File: src/rtl/grid_scale_stream_source.sv
`default_nettype none
// ============================================================================
// Module   : grid_scale_stream_source
// Purpose  : Replays a (grid, scale) table once per data sample on two
//            independent AXI-Stream channels feeding the RSWAF activation.
// Revision : 1.0 - initial release
// ============================================================================

// One output channel: walks idx 0..len-1 for rep passes, registered outputs.
module grid_scale_stream_chan #(
    parameter int WIDTH = 16,
    parameter int AW    = 3,
    parameter int LW    = 4,
    parameter int RW    = 16
) (
    input  logic             clk,
    input  logic             rst,
    input  logic             load,
    input  logic [LW-1:0]    len,
    input  logic [RW-1:0]    rep,
    input  logic [WIDTH-1:0] rd_data,
    input  logic             tready,
    output logic [AW-1:0]    rd_addr,
    output logic [WIDTH-1:0] tdata,
    output logic             tvalid,
    output logic             tlast,
    output logic             fin,
    output logic             final_hs
);

    logic [AW-1:0]    r_idx;
    logic [RW-1:0]    r_pass;
    logic             r_valid;
    logic             r_last;
    logic [WIDTH-1:0] r_data;
    logic             r_fin;

    logic w_hs;
    logic w_end;
    logic w_last_pass;

    assign w_hs        = r_valid & tready;
    assign w_end       = ({1'b0, r_idx} == (len - LW'(1)));
    assign w_last_pass = (r_pass == (rep - RW'(1)));
    assign final_hs    = w_hs & w_end & w_last_pass;
    // Address of the beat that follows the current one (0 on load or wrap).
    assign rd_addr     = (load | w_end) ? '0 : r_idx + AW'(1);

    always_ff @(posedge clk or negedge rst) begin
        if (!rst) begin
            r_idx   <= '0;
            r_pass  <= '0;
            r_valid <= 1'b0;
            r_last  <= 1'b0;
            r_data  <= '0;
            r_fin   <= 1'b0;
        end else if (load) begin
            r_idx   <= '0;
            r_pass  <= '0;
            r_valid <= 1'b1;
            r_last  <= (len == LW'(1));
            r_data  <= rd_data;
            r_fin   <= 1'b0;
        end else if (w_hs) begin
            if (w_end) begin
                if (w_last_pass) begin
                    r_valid <= 1'b0;
                    r_fin   <= 1'b1;
                end else begin
                    r_idx  <= '0;
                    r_pass <= r_pass + RW'(1);
                    r_data <= rd_data;
                    r_last <= (len == LW'(1));
                end
            end else begin
                r_idx  <= r_idx + AW'(1);
                r_data <= rd_data;
                r_last <= ((LW'(r_idx) + LW'(2)) == len);
            end
        end
    end

    assign tdata  = r_data;
    assign tvalid = r_valid;
    assign tlast  = r_last;
    assign fin    = r_fin;

endmodule

module grid_scale_stream_source #(
    parameter int DATA_WIDTH   = 16,
    parameter int SCALE_WIDTH  = 16,
    parameter int GRID_DEPTH   = 8,
    parameter int REPEAT_WIDTH = 16
) (
    input  logic                            clk,
    input  logic                            rst,
    input  logic                            cfg_wr_en,
    input  logic [$clog2(GRID_DEPTH)-1:0]   cfg_wr_addr,
    input  logic [DATA_WIDTH-1:0]           cfg_wr_grid,
    input  logic [SCALE_WIDTH-1:0]          cfg_wr_scle,
    input  logic [$clog2(GRID_DEPTH):0]     cfg_grid_len,
    input  logic [REPEAT_WIDTH-1:0]         cfg_repeat,
    input  logic                            start,
    output logic                            busy,
    output logic                            done,
    output logic                            err_cfg,
    output logic [DATA_WIDTH-1:0]           m_axis_grid_tdata,
    output logic                            m_axis_grid_tvalid,
    input  logic                            m_axis_grid_tready,
    output logic                            m_axis_grid_tlast,
    output logic [SCALE_WIDTH-1:0]          m_axis_scle_tdata,
    output logic                            m_axis_scle_tvalid,
    input  logic                            m_axis_scle_tready,
    output logic                            m_axis_scle_tlast
);

    localparam int AW = $clog2(GRID_DEPTH);
    localparam int LW = AW + 1;
    localparam logic [LW-1:0] c_grid_depth = LW'(GRID_DEPTH);

    typedef enum logic [1:0] {
        S_IDLE = 2'd0,
        S_RUN  = 2'd1,
        S_DONE = 2'd2
    } state_t;

    state_t r_state;
    state_t w_state_next;

    logic [DATA_WIDTH-1:0]   r_grid_mem [GRID_DEPTH];
    logic [SCALE_WIDTH-1:0]  r_scle_mem [GRID_DEPTH];
    logic [LW-1:0]           r_len;
    logic [REPEAT_WIDTH-1:0] r_repeat;
    logic                    r_busy;
    logic                    r_done;
    logic                    r_err;

    logic                    w_cfg_ok;
    logic                    w_accept;
    logic [LW-1:0]           w_len;
    logic [REPEAT_WIDTH-1:0] w_rep;
    logic [AW-1:0]           w_g_addr;
    logic [AW-1:0]           w_s_addr;
    logic                    w_g_fin;
    logic                    w_s_fin;
    logic                    w_g_final_hs;
    logic                    w_s_final_hs;
    logic                    w_all_fin;

    assign w_cfg_ok = (cfg_grid_len != '0) && (cfg_grid_len <= c_grid_depth) &&
                      (cfg_repeat != '0);
    assign w_accept = (r_state == S_IDLE) && start && w_cfg_ok;
    // On the accept cycle the channels load straight from the live config.
    assign w_len    = w_accept ? cfg_grid_len : r_len;
    assign w_rep    = w_accept ? cfg_repeat   : r_repeat;
    assign w_all_fin = (w_g_fin | w_g_final_hs) & (w_s_fin | w_s_final_hs);

    // Table is deliberately not reset; it only accepts writes while idle.
    always_ff @(posedge clk) begin
        if (cfg_wr_en && (r_state == S_IDLE)) begin
            r_grid_mem[cfg_wr_addr] <= cfg_wr_grid;
            r_scle_mem[cfg_wr_addr] <= cfg_wr_scle;
        end
    end

    always_ff @(posedge clk or negedge rst) begin
        if (!rst) begin
            r_state <= S_IDLE;
        end else begin
            r_state <= w_state_next;
        end
    end

    always_comb begin
        w_state_next = r_state;
        case (r_state)
            S_IDLE:  if (w_accept)  w_state_next = S_RUN;
            S_RUN:   if (w_all_fin) w_state_next = S_DONE;
            S_DONE:  w_state_next = S_IDLE;
            default: w_state_next = S_IDLE;
        endcase
    end

    always_ff @(posedge clk or negedge rst) begin
        if (!rst) begin
            r_len    <= '0;
            r_repeat <= '0;
            r_busy   <= 1'b0;
            r_done   <= 1'b0;
            r_err    <= 1'b0;
        end else begin
            if (w_accept) begin
                r_len    <= cfg_grid_len;
                r_repeat <= cfg_repeat;
            end
            r_busy <= (w_state_next != S_IDLE);
            r_done <= (w_state_next == S_DONE);
            r_err  <= (r_state == S_IDLE) && start && !w_cfg_ok;
        end
    end

    grid_scale_stream_chan #(
        .WIDTH (DATA_WIDTH),
        .AW    (AW),
        .LW    (LW),
        .RW    (REPEAT_WIDTH)
    ) u_grid_chan (
        .clk      (clk),
        .rst      (rst),
        .load     (w_accept),
        .len      (w_len),
        .rep      (w_rep),
        .rd_data  (r_grid_mem[w_g_addr]),
        .tready   (m_axis_grid_tready),
        .rd_addr  (w_g_addr),
        .tdata    (m_axis_grid_tdata),
        .tvalid   (m_axis_grid_tvalid),
        .tlast    (m_axis_grid_tlast),
        .fin      (w_g_fin),
        .final_hs (w_g_final_hs)
    );

    grid_scale_stream_chan #(
        .WIDTH (SCALE_WIDTH),
        .AW    (AW),
        .LW    (LW),
        .RW    (REPEAT_WIDTH)
    ) u_scle_chan (
        .clk      (clk),
        .rst      (rst),
        .load     (w_accept),
        .len      (w_len),
        .rep      (w_rep),
        .rd_data  (r_scle_mem[w_s_addr]),
        .tready   (m_axis_scle_tready),
        .rd_addr  (w_s_addr),
        .tdata    (m_axis_scle_tdata),
        .tvalid   (m_axis_scle_tvalid),
        .tlast    (m_axis_scle_tlast),
        .fin      (w_s_fin),
        .final_hs (w_s_final_hs)
    );

    assign busy    = r_busy;
    assign done    = r_done;
    assign err_cfg = r_err;

endmodule
`default_nettype wire

File: config.mk
export PLATFORM = sky130hd
export DESIGN_NAME = grid_scale_stream_source
export DESIGN_NICKNAME = d
export VERILOG_FILES = /design/src/rtl/grid_scale_stream_source.sv
export SDC_FILE = /design/constraint.sdc
export NUM_CORES = 1
export LEC_CHECK = 0
export BUFFER_PORTS_ARGS = -buffer_cell sky130_fd_sc_hd__buf_2
export CAP_MARGIN = 20
export CORE_MARGIN = 4
export CORE_UTILIZATION = 45
export DETAILED_ROUTE_END_ITERATION = 8
export GPL_TIMING_DRIVEN = 0
export MAX_ROUTING_LAYER = met4
export PLACE_DENSITY = 0.69
export RECOVER_POWER = 50
export SYNTH_ARGS = -nofsm -noshare
export SYNTH_HDL_FRONTEND = slang
export SYNTH_SLANG_ARGS = --single-unit
File: constraint.sdc
create_clock -name clk -period 16.39 [get_ports clk]
set_input_delay 2.4585 -clock clk [delete_from_list [all_inputs] [get_ports clk]]
set_output_delay 2.4585 -clock clk [all_outputs]
set_load 0.02 [all_outputs]
## After elaboration in Yosys (flattened, before gate mapping)

Memories as Yosys holds them, arrays and structs flattened.
Cells that the tools add are included.

- Memories: 2
- Input bits: 61
- Output and inout port bits: 39
- Register bits: 101
- RAM bits: 256
- Word-level logic and storage cells: 133

- Muxes and demuxes: 57
- Reductions and logical operators: 23
- Eq/ne operators: 13
- Bitwise logic cells: 11
- Order comparisons: 1
- Add/subtract/negate cells: 8

Memories:

| memory | words | width | read ports | clocked after Yosys merged registers in | wr ports | RTL line | text |
|---|---|---|---|---|---|---|---|
| r_grid_mem | 8 | 16 | 1 | 0 | 1 | 131 | `logic [DATA_WIDTH-1:0] r_grid_mem [GRID_DEPTH];` |
| r_scle_mem | 8 | 16 | 1 | 0 | 1 | 132 | `logic [SCALE_WIDTH-1:0] r_scle_mem [GRID_DEPTH];` |

Operator list:

| operator | number |
|---|---|
| 16-bit 2-to-1 mux | 17 |
| 16-bit by 1-bit adder with 16-bit output, second input constant | 2 |
| 16-bit == test | 2 |
| 3-bit 2-to-1 mux | 10 |
| 1-bit 2-to-1 mux | 26 |
| 16-bit nonzero test | 1 |
| 16-bit by 1-bit subtractor with 16-bit output, second input constant | 1 |
| 2-bit nonzero test | 7 |
| 3-bit AND reduction | 4 |
| 3-bit by 2-bit adder with 4-bit output, second input constant | 2 |
| 3-bit by 4-bit == test with 1-bit output | 2 |
| 4-bit == test | 2 |
| 1-bit bitwise AND | 7 |
| 3-bit by 1-bit adder with 3-bit output, second input constant | 2 |
| 1-bit logical AND | 6 |
| 4-bit by 1-bit == test with 1-bit output, second input constant | 1 |
| 4-bit less-or-equal comparator, second input constant | 1 |
| 2-bit 2-to-1 mux | 2 |
| 4-bit 2-to-1 mux | 1 |
| 1-bit OR | 4 |
| 2-bit case mux with 2 select lines | 1 |
| 2-bit AND reduction | 2 |
| 4-bit nonzero test | 1 |
| 4-bit by 1-bit subtractor with 4-bit output, second input constant | 1 |
| 8 further kinds | 8 |

## Logic depth before layout (Yosys ltp)

Gate-level depths: netlist of the first run.

- Word-level depth: 14
- Mapped depth: 25
- Mapped depth without buffers: 16

## Hierarchy

A second synthesis of the first run with hierarchy kept.

- Cells, all modules: 1129
- Area, all modules: 16674.7 um^2

By module, submodules not included:

| module | instances | area each (um^2) | cells each | seq. area each (um^2) |
|---|---|---|---|---|
| grid_scale_stream_source | 1 | 10894.2 | 449 | 8313.0 |
| grid_scale_stream_chan | 2 | 2890.3 | 340 | 950.9 |

## Least setup slack after synthesis of the first run

OpenSTA, ideal clock, no wires.

- Kind: input to register
- Start: in cfg_repeat[4]
- End: reg u_grid_chan.r_data[0], in the netlist u_grid_chan.tdata[0]
- Cell stages on the path: 22
- Slack: 8.362 ns
- Setup time: 0.125 ns
- Data arrival time: 7.903 ns
- Cells stage by stage: clkbuf_2 nor4_1 nand3_1 o21ai_2 buf_4 buf_4 buf_4 clkbuf_1 clkbuf_1 mux2i_1 ha_1 clkbuf_1 or4b_2 nor3_1 nor2_1 nand3_1 o311ai_0 or4_1 nor4_2 a31oi_1 nor2_2 mux2_2

- Cells in the longest elaborated chain, start to end: 13

RTL lines:

| item | RTL line | text |
|---|---|---|
| from (decl) | 103 | `input logic [REPEAT_WIDTH-1:0] cfg_repeat,` |
| 16-bit nonzero test | 152 | `(cfg_repeat != '0);` |
| 1-bit logical AND | 151 | `assign w_cfg_ok = (cfg_grid_len != '0) && (cfg_grid_len <= c_grid_depth) &&` |
| 1-bit logical AND | 153 | `assign w_accept = (r_state == S_IDLE) && start && w_cfg_ok;` |
| 4-bit 2-to-1 mux | - |  |
| 4-bit by 1-bit subtractor with 4-bit output | 43 | `assign w_end = ({1'b0, r_idx} == (len - LW'(1)));` |
| 3-bit by 4-bit == test with 1-bit output | 43 |  |
| 1-bit OR | 47 | `assign rd_addr = (load \| w_end) ? '0 : r_idx + AW'(1);` |
| 3-bit 2-to-1 mux | 47 |  |
| memory 8 x 16 bit | - |  |
| 16-bit 2-to-1 mux | 66 | `if (w_last_pass) begin` |
| 16-bit 2-to-1 mux | 65 | `if (w_end) begin` |
| 16-bit 2-to-1 mux | 64 | `end else if (w_hs) begin` |
| 16-bit 2-to-1 mux | 57 | `end else if (load) begin` |
| to (signal assigned) | 62 | `r_data <= rd_data;` |
| to (signal assigned) | 72 | `r_data <= rd_data;` |
| to (signal assigned) | 77 | `r_data <= rd_data;` |
| to (decl) | 35 | `logic [WIDTH-1:0] r_data;` |

Parallel ways exist; a longest one is shown, timed or not. The select of a mux whose other input is x is not followed.
A chain may end at the register's enable or synchronous reset.

## Worst setup path after layout of the first run

- Start: in cfg_repeat[4]
- End: reg u_grid_chan.r_data[7], in the netlist u_grid_chan.tdata[7]

The elaborated chain is that of the path after synthesis.

==> flow_summary.yaml, run 1 <==
outcome:
  status: "finished, violations left"
  violations: "capacitance limit, slew limit"
clock_tree:
  numCtsBuffers: 38
  cts_setup_buffers: 0
  cts_sinks: 357
  hold_buffers: 0
  cts_tree: "built"
  post_cts_resize_count: 0
  clk_pin_slew_ns: 0.06
  clockBufferDepth: 3
  cts.htree.levels: 2
  root_buffer: "clkbuf_16"
  worstSkewPairLatency_ns: 0.56
power:
  p_int_w: 0.00182
  comb_power_share: 0.325
  power_leakage_nw: 7.27
  max-vdd-ir-drop_v: 0.000105
  power_frac_seq: 0.376
  switching_share: 0.357
  pwr_density_cell_nw_per_um2: 147
  p_clk_frac: 0.299
  netSwitchingPower_w: 0.00101
timing:
  rsz0062_at_grt: "no"
  setup_ws_ns: 6.74
  worst_pin_slew_ns: 3.90
  relSlewSlack: -1.60
  tns_ns: 0
  finalSetupViolCount: 0
  clock_skew_ns: 0.0316
  drv_slew: 132
  fmax_mhz: 104
  period_minus_slack_ns: 9.65
  final_hold_viol_count: 0
  fin_crit_sh: 0.589
die:
  die_y_microns: 201
  chipWidth_microns: 201
  rows: 70
  core-area_sq_um: 36700
  die_area_sq_um: 40400
  ios: 100
  start_util: 0.457
route:
  routed_wl_microns: 45600
  wl_met3_microns: 3940
  vias_per_cell: 6.00
  wl_met2_microns: 21600
  first_pass_iters: 5
  drc: 0
  ant_nets: 0
  m1WireLength_microns: 19000
  drt_iter0_markers: 1169
  highest_layer: "met4"
  post_drt_wl_per_cell_microns: 22.0
  vias: 12410
setup_path:
  startpoint_type: "input port"
  crit_path_cell_trace: "clkbuf_2 -> nor4_1 -> nand3_1 -> o21ai_2 -> buf_4 -> buf_4 -> buf_4 -> clkbuf_1 -> clkbuf_1 -> mux2i_1 -> ha_1 -> clkbuf_1 -> or4b_2 -> nor3_1 -> nor2_1 -> nand3_1 -> o311ai_0 -> or4_1 -> nor4_2 -> a31oi_1 -> buf_4 -> nor2_2 -> buf_4 -> o31a_1"
  reg2reg_from: "r_state[1]$_DFF_PN0_"
  worstPathArrival_ns: 10.13
  worst-path-max-fanout: 10
  cp.required_ns: 16.87
  endpoint_kind: "flip-flop"
  reg2reg_depth: 23
  cpMostUsedCell: "buf_4"
  crit_slowest_cell: "or4b_2"
  max_stage_delay_ns: 0.65
  r2r-end: "u_grid_chan.tdata[7]$_DFFE_PN0P_"
  r2r_slack_ns: 9.04
  crit_type: "in -> reg"
placement:
  dp_hpwl_microns: 30900
  gp_congestion: 0.943
  placed_area_sq_um: 18100
  post-place-ws_ns: 6.31
  numPortBuffers: 96
global_route:
  grt_max_degree: 67
  grt_pass1_vias: 12351
  grt.total_usage: 0.229
  grt-ovfl-total: 0
  grt_antenna_before_repair: 3
  grt_pass1_wl_microns: 71100
yosys:
  ys_seq_area_frac: 0.610
  synthesis.nets: 1488
  synth-xor-area-share: 0.0316
  synth_edf_count: 256
  synth.area.top_cells: "edfxtp_1 (46%), dfrtp_1 (15%), nand2_1 (4.2%)"
  synthAdderAreaFrac: 0.00672
  yosys_warnings: 0
  syn_inst: 1418
  synthSimpleGateAreaFrac: 0.144
  ys_types: 89
  synth_top_area_frac: 0.459
  synth_ff_type: "edfxtp_1"
  synthMuxAreaShare: 0.0350
  synth_top_family_by_area: "simple AND/OR/NAND/NOR gates"
  avgSynthCellArea_sq_um: 11.8
  synth_area_sq_um: 16800
  ys_seq_elements: 357
  synth-compound-area-share: 0.138
  async_flop_share: 0.283
  yosysTopAreaCell: "edfxtp_1"
final_layout:
  nets: 1638
  syn2layout_area_growth_pct: 14.9
  design_area_sq_um: 19300
  fillers: 3078
  final_core_utilization: 0.525
  drive_gt1_frac: 0.120
run:
  maxCapViolations: 3
hold_path:
  min_path_cells: 1
  min_to: "u_scle_chan.tdata[13]$_DFFE_PN0P_"
  worstHoldPathType: "reg -> reg"
  hold_path.startpoint: "u_scle_chan.tdata[13]$_DFFE_PN0P_"
## worst max-delay path by stage
stage                        startpoint                                 to  slack [ns]  depth (start not counted)
after floorplan           cfg_repeat[4]   u_grid_chan.tdata[0]$_DFFE_PN0P_        8.36                         22
after global placement    cfg_repeat[4]  u_grid_chan.tdata[12]$_DFFE_PN0P_        6.17                         22
after CTS                 cfg_repeat[4]   u_grid_chan.tdata[7]$_DFFE_PN0P_        6.87                         24
final                     cfg_repeat[4]   u_grid_chan.tdata[7]$_DFFE_PN0P_        6.74                         24
after global routing      cfg_repeat[4]   u_grid_chan.tdata[7]$_DFFE_PN0P_        6.17                         23
after detailed placement  cfg_repeat[4]   u_grid_chan.tdata[7]$_DFFE_PN0P_        6.31                         24
## synthesized netlist by cell type (16+ instances only)
cell type / number
o22ai_1: 37
xor2_1: 16
nand3_1: 49
o21ai_0: 23
o211ai_1: 23
nand4_1: 16
inv_1: 55
xnor2_1: 34
nor2b_1: 18
o31ai_1: 28
mux2i_1: 36
nand2_1: 186
edfxtp_1: 256
nor2_1: 50
and3_1: 33
a211oi_1: 19
a21oi_1: 49
or3_1: 45
dfrtp_1: 101
nor3_1: 23
a31oi_1: 43
clkbuf_1: 65
o32ai_1: 18
o31a_1: 19
## power groups by stage
stage | Sequential [W] | Clock [W] | Combinational, W
final | 0.00106 | 0.000844 | 0.000918
after detailed placement | 0.00108 | 0 | 0.000915
after floorplan | 0.00112 | 0 | 0.000564
after global routing | 0.00107 | 0.000897 | 0.00101
after global placement | 0.00108 | 0 | 0.000894
after CTS | 0.00106 | 0.000854 | 0.000922
## cell type report
cell class / count / area (sq um) / area share
clock inverters: 16 / 155 / 0.00806
inverters: 57 / 214 / 0.0111
clock buffers: 54 / 1070 / 0.0556
flip-flops and latches: 357 / 10200 / 0.531
multi-input cells: 919 / 6000 / 0.312
diodes: 4 / 10.0 / 0.000520
repair buffers: 110 / 636 / 0.0330
well taps: 468 / 586 / 0.0304
plain buffers: 85 / 367 / 0.0190
## state kept, by name (all words and copies together), names as in the netlist, 2 cells and up
name                flops
r_grid_mem            128
r_scle_mem            128
r_repeat               16
u_grid_chan.r_pass     16
u_grid_chan.tdata      16
u_scle_chan.r_pass     16
u_scle_chan.tdata      16
r_len                   4
u_grid_chan.r_idx       3
u_scle_chan.r_idx       3
r_state                 2
## critical path: cells and delay by family
family	cells	cell delay (ns)
simple gates	9	3.48
buf+inv	9	2.81
compound gates	4	0.87
fa+ha+maj	1	0.17
mux	1	0.31
## cell usage in the layout, fill, tap and decap left out, drive strengths merged, types with 4 or more instances in the layout
| master | count |
|---|---|
| edfxtp | 256 |
| nand2 | 186 |
| clkbuf | 156 |
| dfrtp | 101 |
| buf | 93 |
| inv | 57 |
| nor2 | 52 |
| a21oi | 50 |
| nand3 | 50 |
| or3 | 45 |
| a31oi | 44 |
| o22ai | 37 |
| mux2i | 36 |
| xnor2 | 34 |
| and3 | 33 |
| o31ai | 29 |
| o21ai | 25 |
| nor3 | 24 |
| o211ai | 23 |
| mux2 | 20 |
| a211oi | 19 |
| o31a | 19 |
| nor2b | 18 |
| o32ai | 18 |
| nand4 | 16 |
| xor2 | 16 |
| or4 | 14 |
| clkinv | 14 |
| nand2b | 13 |
| ha | 9 |
| nor4 | 9 |
| and2 | 6 |
| a21o | 6 |
| o221ai | 5 |
| a21boi | 5 |
| diode | 4 |
| a41o | 4 |
| nor3b | 4 |
| o311ai | 4 |
## through the flow
stage	hold WS [ns]	power [W]	std cells
after CTS	0.483	0.00284	2066
after floorplan	0.471	0.00168	1418
after detailed placement	0.469	0.00199	1996
after global placement	0.463	0.00197	1982
after global routing	0.503	0.00297	2069
final	0.480	0.00282	2070
## per-layer routing
layer / global-route usage / up-vias
met3: 0.0460 / 73
met5: - / -
li1: - / 5687
met1: 0.306 / 6099
met4: 0.0627 / 0
met2: 0.360 / 551
## cell families (layout without fill, tap and decap cells)
kind of cell	Yosys count	in the layout
buf+inv	142	322
compound gates	321	321
simple gates	479	479
other cells	0	4
mux	56	56
fa+ha+maj	9	9
xor+xnor	54	54
flops	357	357
Note: power is estimated with default switching activity, not from simulation.
==> run 2, diff against run 1 <==
--- a/config.mk
+++ b/config.mk
@@ -5,6 +5,7 @@
 export SDC_FILE = /design/constraint.sdc
 export NUM_CORES = 1
 export LEC_CHECK = 0
+export ABC_AREA = 1
 export BUFFER_PORTS_ARGS = -buffer_cell sky130_fd_sc_hd__buf_2
 export CAP_MARGIN = 20
 export CORE_MARGIN = 4
==> constraint.sdc (replaced) <==
create_clock -name clk -period 9.92 [get_ports clk]
set_input_delay 1.488 -clock clk [delete_from_list [all_inputs] [get_ports clk]]
set_output_delay 1.488 -clock clk [all_outputs]
set_load 0.02 [all_outputs]
==> flow_summary.yaml, run 2 <==
outcome:
  status: "finished, violations left"
  violations: "capacitance limit, slew limit"
route:
  vias_per_cell: 5.35
  post_drt_wl_per_cell_microns: 18.7
  first_pass_iters: 6
  ant_nets: 0
  drc: 0
  vias: 15110
  routed_wl_microns: 52900
  drt_iter0_markers: 1577
final_layout:
  most-common-layout-cells: "nand2_1 (586), nand3_1 (297), inv_1 (273), edfxtp_1 (256), nand4_1 (151)"
  layout.cells.non_filler: 2825
  multi_input_area_sq_um: 6570
  biggestRegsByFlops: "r_grid_mem: 128 flops, r_scle_mem: 128 flops"
  syn2layout_area_growth_pct: 15.2
  final_common_cell: "nand2_1"
  fillers: 3613
  nets: 2336
  drive_gt1_frac: 0.106
  ff_latch_area_sq_um: 10200
yosys:
  synthMostInstantiatedCell: "nand2_1"
  ys_seq_area_frac: 0.558
  synthesis.nets: 2187
  synth_commonest_cells: "nand2_1 (584), nand3_1 (296), inv_1 (273)"
  ys_types: 41
  synthSimpleGateAreaFrac: 0.317
  synth_top_family_by_area: "simple AND/OR/NAND/NOR gates"
  ys_seq_elements: 357
  synth_ff_type: "edfxtp_1"
  syn_inst: 2117
  synth_area_sq_um: 18300
  synth-xor-area-share: 0.0144
  synthMuxAreaShare: 0
  synth_top_area_frac: 0.420
  yosys_warnings: 0
  async_flop_share: 0.283
  avgSynthCellArea_sq_um: 8.65
  yosysTopAreaCell: "edfxtp_1"
  synth_edf_count: 256
  synth.area.top_cells: "edfxtp_1 (42%), dfrtp_1 (14%), nand2_1 (12%)"
  synth-compound-area-share: 0.0193
  synthAdderAreaFrac: 0.00615
global_route:
  grt_max_degree: 52
  grt_pass1_wl_microns: 82300
  grt_antenna_before_repair: 3
  met3_usage: 0.0413
  grt-ovfl-total: 0
  grt_pass1_vias: 14532
  grt.met1_usage: 0.312
  met2_usage: 0.400
  grt.total_usage: 0.243
  top_usage_layer: "met2"
clock_tree:
  clk_pin_slew_ns: 0.05
  post_cts_resize_count: 0
  hold_buffers: 0
  root_buffer: "clkbuf_16"
  worstSkewPairLatency_ns: 0.56
  numCtsBuffers: 39
  cts_sinks: 357
  cts.htree.levels: 2
  cts_tree: "built"
  cts_setup_buffers: 0
  clockBufferDepth: 3
setup_path:
  crit_family: "buffers and inverters"
  worst-path-max-fanout: 51
  crit_buf_inv: 2
  crit_slowest_cell: "clkbuf_1"
  cpMostUsedCell: "clkbuf_1"
  worstPathArrival_ns: 5.60
  crit_type: "in -> async"
  max_stage_delay_ns: 2.03
  cp.required_ns: 9.99
  endpoint_kind: "async pin"
  crit_path_cell_trace: "clkbuf_1 -> clkbuf_1"
  startpoint_type: "input port"
placement:
  numPortBuffers: 99
  gp_congestion: 0.917
  dp_hpwl_microns: 38500
  dp.cells: 2750
  post-place-ws_ns: 4.67
timing:
  fmax_mhz: 181
  final_hold_viol_count: 0
  fin_crit_sh: 0.557
  clock_skew_ns: 0.0260
  drv_slew: 104
  tns_ns: 0
  rsz0062_at_grt: "no"
  worst_pin_slew_ns: 2.89
  period_minus_slack_ns: 5.53
  relSlewSlack: -0.927
  finalSetupViolCount: 0
  holdWs_ns: 0.475
  setup_ws_ns: 4.39
run:
  maxCapViolations: 2
die:
  die_y_microns: 210
  start_util: 0.458
  core-area_sq_um: 40000
  die_area_sq_um: 44000
  rows: 73
  ios: 100
  chipWidth_microns: 210
power:
  power_leakage_nw: 9.61
  pwr_density_cell_nw_per_um2: 314
  power.total_w: 0.00662
  max-vdd-ir-drop_v: 0.000170
hold_path:
  worstHoldPathType: "reg -> reg"
[run 2: cell types whose count changed after synthesis, moves of 94 or more]
| cell | delta |
|---|---|
| nand2_1 | +398 |
| nand3_1 | +247 |
| inv_1 | +218 |
| nor2_1 | +94 |
| nand4_1 | +135 |
[run 2: path summary, 6_finish.rpt]
path                                                  start                                 to  slack, ns  cells past startpoint
setup / recovery                                        rst  u_grid_chan.tdata[10]$_DFFE_PN0P_       4.39                      2
hold / removal             u_scle_chan.tdata[7]$_DFFE_PN0P_   u_scle_chan.tdata[7]$_DFFE_PN0P_       0.48                      2
setup reg to reg                       r_state[1]$_DFF_PN0_  u_grid_chan.tdata[13]$_DFFE_PN0P_       5.25                     17
hold reg to reg            u_scle_chan.tdata[7]$_DFFE_PN0P_   u_scle_chan.tdata[7]$_DFFE_PN0P_       0.48                      2
max in group clk                            cfg_grid_len[0]  u_scle_chan.tdata[12]$_DFFE_PN0P_       4.43                     19
min in group asynchronous                               rst              r_repeat[4]$_DFF_PN0_       1.86                      1
[run 2: layer usage]
metal / routed length, microns / vias to the layer above
li1: - / 7345
met5: 0 / -
met2: 25500 / 528
met3: 3570 / 120
met1: 22200 / 7117
met4: 1650 / 0
[run 2: cell type report]
type,count,area share
sequential,357,0.484
buffer,100,0.0212
antenna,4,0.000475
inverter,288,0.0513
multi-input combinational,1372,0.311
clock inverter,26,0.0214
clock buffer,45,0.0483
timing repair buffer,108,0.0303
tap,525,0.0311
[run 2: report_power, final]
group          total, W  switching [W]  leakage, nW  internal (W)
sequential      0.00187       0.000104         3.59       0.00177
clock           0.00166       0.000608        0.719       0.00105
combinational   0.00309        0.00221         5.30      0.000881
[run 2: cell families (layout without fill, tap and decap cells)]
family,after synthesis,after routing
simple gates,1266,1266
compound gates,67,67
buf+inv,388,567
xor+xnor,30,30
flops,357,357
fa+ha+maj,9,9
other cells,0,4
[run 2: through the flow]
step	util	instance area, sq um
finish	0.527	21100
global route	0.527	21100
CTS	0.530	21200
detailed placement	0.493	19700
global placement	0.486	19500
floorplan	-	18300
==> run 3, diff against run 2 <==
--- a/config.mk
+++ b/config.mk
@@ -13,7 +13,7 @@
 export DETAILED_ROUTE_END_ITERATION = 8
 export GPL_TIMING_DRIVEN = 0
 export MAX_ROUTING_LAYER = met4
-export PLACE_DENSITY = 0.69
+export PLACE_DENSITY = 0.71
 export RECOVER_POWER = 50
 export SYNTH_ARGS = -nofsm -noshare
 export SYNTH_HDL_FRONTEND = slang
==> constraint.sdc (replaced) <==
create_clock -name clk -period 4.8 [get_ports clk]
set_input_delay 0.72 -clock clk [delete_from_list [all_inputs] [get_ports clk]]
set_output_delay 0.72 -clock clk [all_outputs]
set_load 0.02 [all_outputs]
==> flow_summary.yaml, run 3 (synthesis results as in run 2) <==
global_route:
  grt_antenna_before_repair: 3
  grt_pass1_wl_microns: 80900
  grt.total_usage: 0.240
  grt_pass1_vias: 14842
  grt_max_degree: 71
  grt-ovfl-total: 0
timing:
  rsz0062_at_grt: "no"
  setup_ws_ns: 0.596
  period_minus_slack_ns: 4.20
  worst_pin_slew_ns: 1.85
  holdWs_ns: 0.477
  fin_crit_sh: 0.876
  tns_ns: 0
  fmax_mhz: 238
  finalSetupViolCount: 0
  clock_skew_ns: 0.0312
  final_hold_viol_count: 0
  drv_slew: 104
  relSlewSlack: -0.236
setup_path:
  endpoint_kind: "flip-flop"
  max_stage_delay_ns: 0.63
  crit_path_cell_trace: "nor3b_4 -> nand3_1 -> buf_6 -> o21ai_0 -> xor2_1 -> nand3_2 -> nand3_1 -> inv_2 -> clkbuf_1 -> nand3_1 -> nand2_1 -> nand2_1 -> nand2_1 -> nand3_1 -> nand2_1"
  crit_cells: 15
  crit_start: "r_state[1]$_DFF_PN0_"
  crit_type: "reg -> reg"
  crit_buf_inv: 3
  worstPathArrival_ns: 4.70
  crit_family: "simple AND/OR/NAND/NOR gates"
  cp.required_ns: 5.30
  reg2reg_depth: 15
  crit_slowest_cell: "o21ai_0"
  startpoint_type: "flip-flop"
  worst-path-max-fanout: 10
  reg2reg_from: "r_state[1]$_DFF_PN0_"
route:
  drc: 0
  routed_wl_microns: 52100
  vias_per_cell: 5.42
  post_drt_wl_per_cell_microns: 18.4
  drt_iter0_markers: 1376
  ant_nets: 0
  vias: 15305
  first_pass_iters: 6
final_layout:
  most-common-layout-cells: "nand2_1 (584), nand3_1 (297), inv_1 (273), edfxtp_1 (256), nand4_1 (151)"
  layout.cells.non_filler: 2826
  nets: 2338
  final_common_cell: "nand2_1"
  design_area_sq_um: 21000
  syn2layout_area_growth_pct: 14.5
  drive_gt1_frac: 0.104
  biggestRegsByFlops: "r_grid_mem: 128 flops, r_scle_mem: 128 flops"
placement:
  dp.cells: 2750
  placed_area_sq_um: 19700
  numPortBuffers: 99
  post-place-ws_ns: 0.376
  gp_congestion: 0.931
  dp_hpwl_microns: 38100
die:
  start_util: 0.458
  chipWidth_microns: 210
  die_area_sq_um: 44000
  die_y_microns: 210
  rows: 73
  core-area_sq_um: 40000
  ios: 100
clock_tree:
  cts_setup_buffers: 0
  clockBufferDepth: 3
  cts_sinks: 357
  cts_tree: "built"
  hold_buffers: 0
  clk_pin_slew_ns: 0.06
  cts.htree.levels: 2
  numCtsBuffers: 40
  worstSkewPairLatency_ns: 0.57
  post_cts_resize_count: 0
  root_buffer: "clkbuf_16"
outcome:
  violations: "capacitance limit, slew limit"
  status: "finished, violations left"
power:
  power_leakage_nw: 9.52
  pwr_density_cell_nw_per_um2: 630
  max-vdd-ir-drop_v: 0.000372
hold_path:
  worstHoldPathType: "reg -> reg"
  hold_path.startpoint: "u_scle_chan.tdata[14]$_DFFE_PN0P_"
  min_path_cells: 2
run:
  maxCapViolations: 2
-- run 3: worst paths after layout --
path	end	slack, ns
setup / recovery	u_grid_chan.tdata[13]$_DFFE_PN0P_	0.60
hold / removal	u_scle_chan.tdata[14]$_DFFE_PN0P_	0.48
setup reg to reg	u_grid_chan.tdata[13]$_DFFE_PN0P_	0.60
hold reg to reg	u_scle_chan.tdata[14]$_DFFE_PN0P_	0.48
max in group asynchronous	u_grid_chan.tdata[3]$_DFFE_PN0P_	1.55
min in group asynchronous	err_cfg$_DFF_PN0_	0.66
-- run 3: cell type report --
| cell class | instances | area [sq um] |
|---|---|---|
| Timing Repair Buffer | 109 | 651 |
| Antenna cell | 4 | 10.0 |
| Inverter | 288 | 1080 |
| Tap cell | 525 | 657 |
| Buffer | 100 | 485 |
| Sequential cell | 357 | 10200 |
| Clock inverter | 17 | 201 |
| Fill cell | 3598 | 19000 |
| Clock buffer | 54 | 1080 |
| Multi-Input combinational cell | 1372 | 6580 |
-- run 3: power breakdown --
group | leakage [nW] | total, W | internal [W] | switching [W]
combinational | 5.32 | 0.00631 | 0.00183 | 0.00448
sequential | 3.59 | 0.00389 | 0.00366 | 0.000229
clock | 0.610 | 0.00301 | 0.00176 | 0.00125
-- run 3: worst register-to-register path, stage by stage, from the launching register on --
cell	delay, ns
dfrtp_1	0.41
nor3b_4	0.41
nand3_1	0.26
buf_6	0.21
o21ai_0	0.63
xor2_1	0.24
nand3_2	0.29
nand3_1	0.24
inv_2	0.23
clkbuf_1	0.53
nand3_1	0.17
nand2_1	0.09
nand2_1	0.05
nand2_1	0.19
nand3_1	0.11
nand2_1	0.08
-- run 3: layer usage --
metal / track usage / part of all wire / vias to the layer above / wire length [microns]
met5: - / 0 / - / 0
met4: 0.0828 / 0.033 / 0 / 1700
met3: 0.0435 / 0.071 / 131 / 3720
met2: 0.398 / 0.49 / 592 / 25400
met1: 0.297 / 0.41 / 7248 / 21300
li1: - / - / 7334 / -
-- run 3: per-stage QoR --
stage | utilization | power, W
2_1_floorplan | - | 0.00808
3_3_place_gp | 0.486 | 0.0100
3_5_place_dp | 0.494 | 0.0102
4_1_cts | 0.526 | 0.0132
5_1_grt | 0.524 | 0.0141
6_report | 0.524 | 0.0132
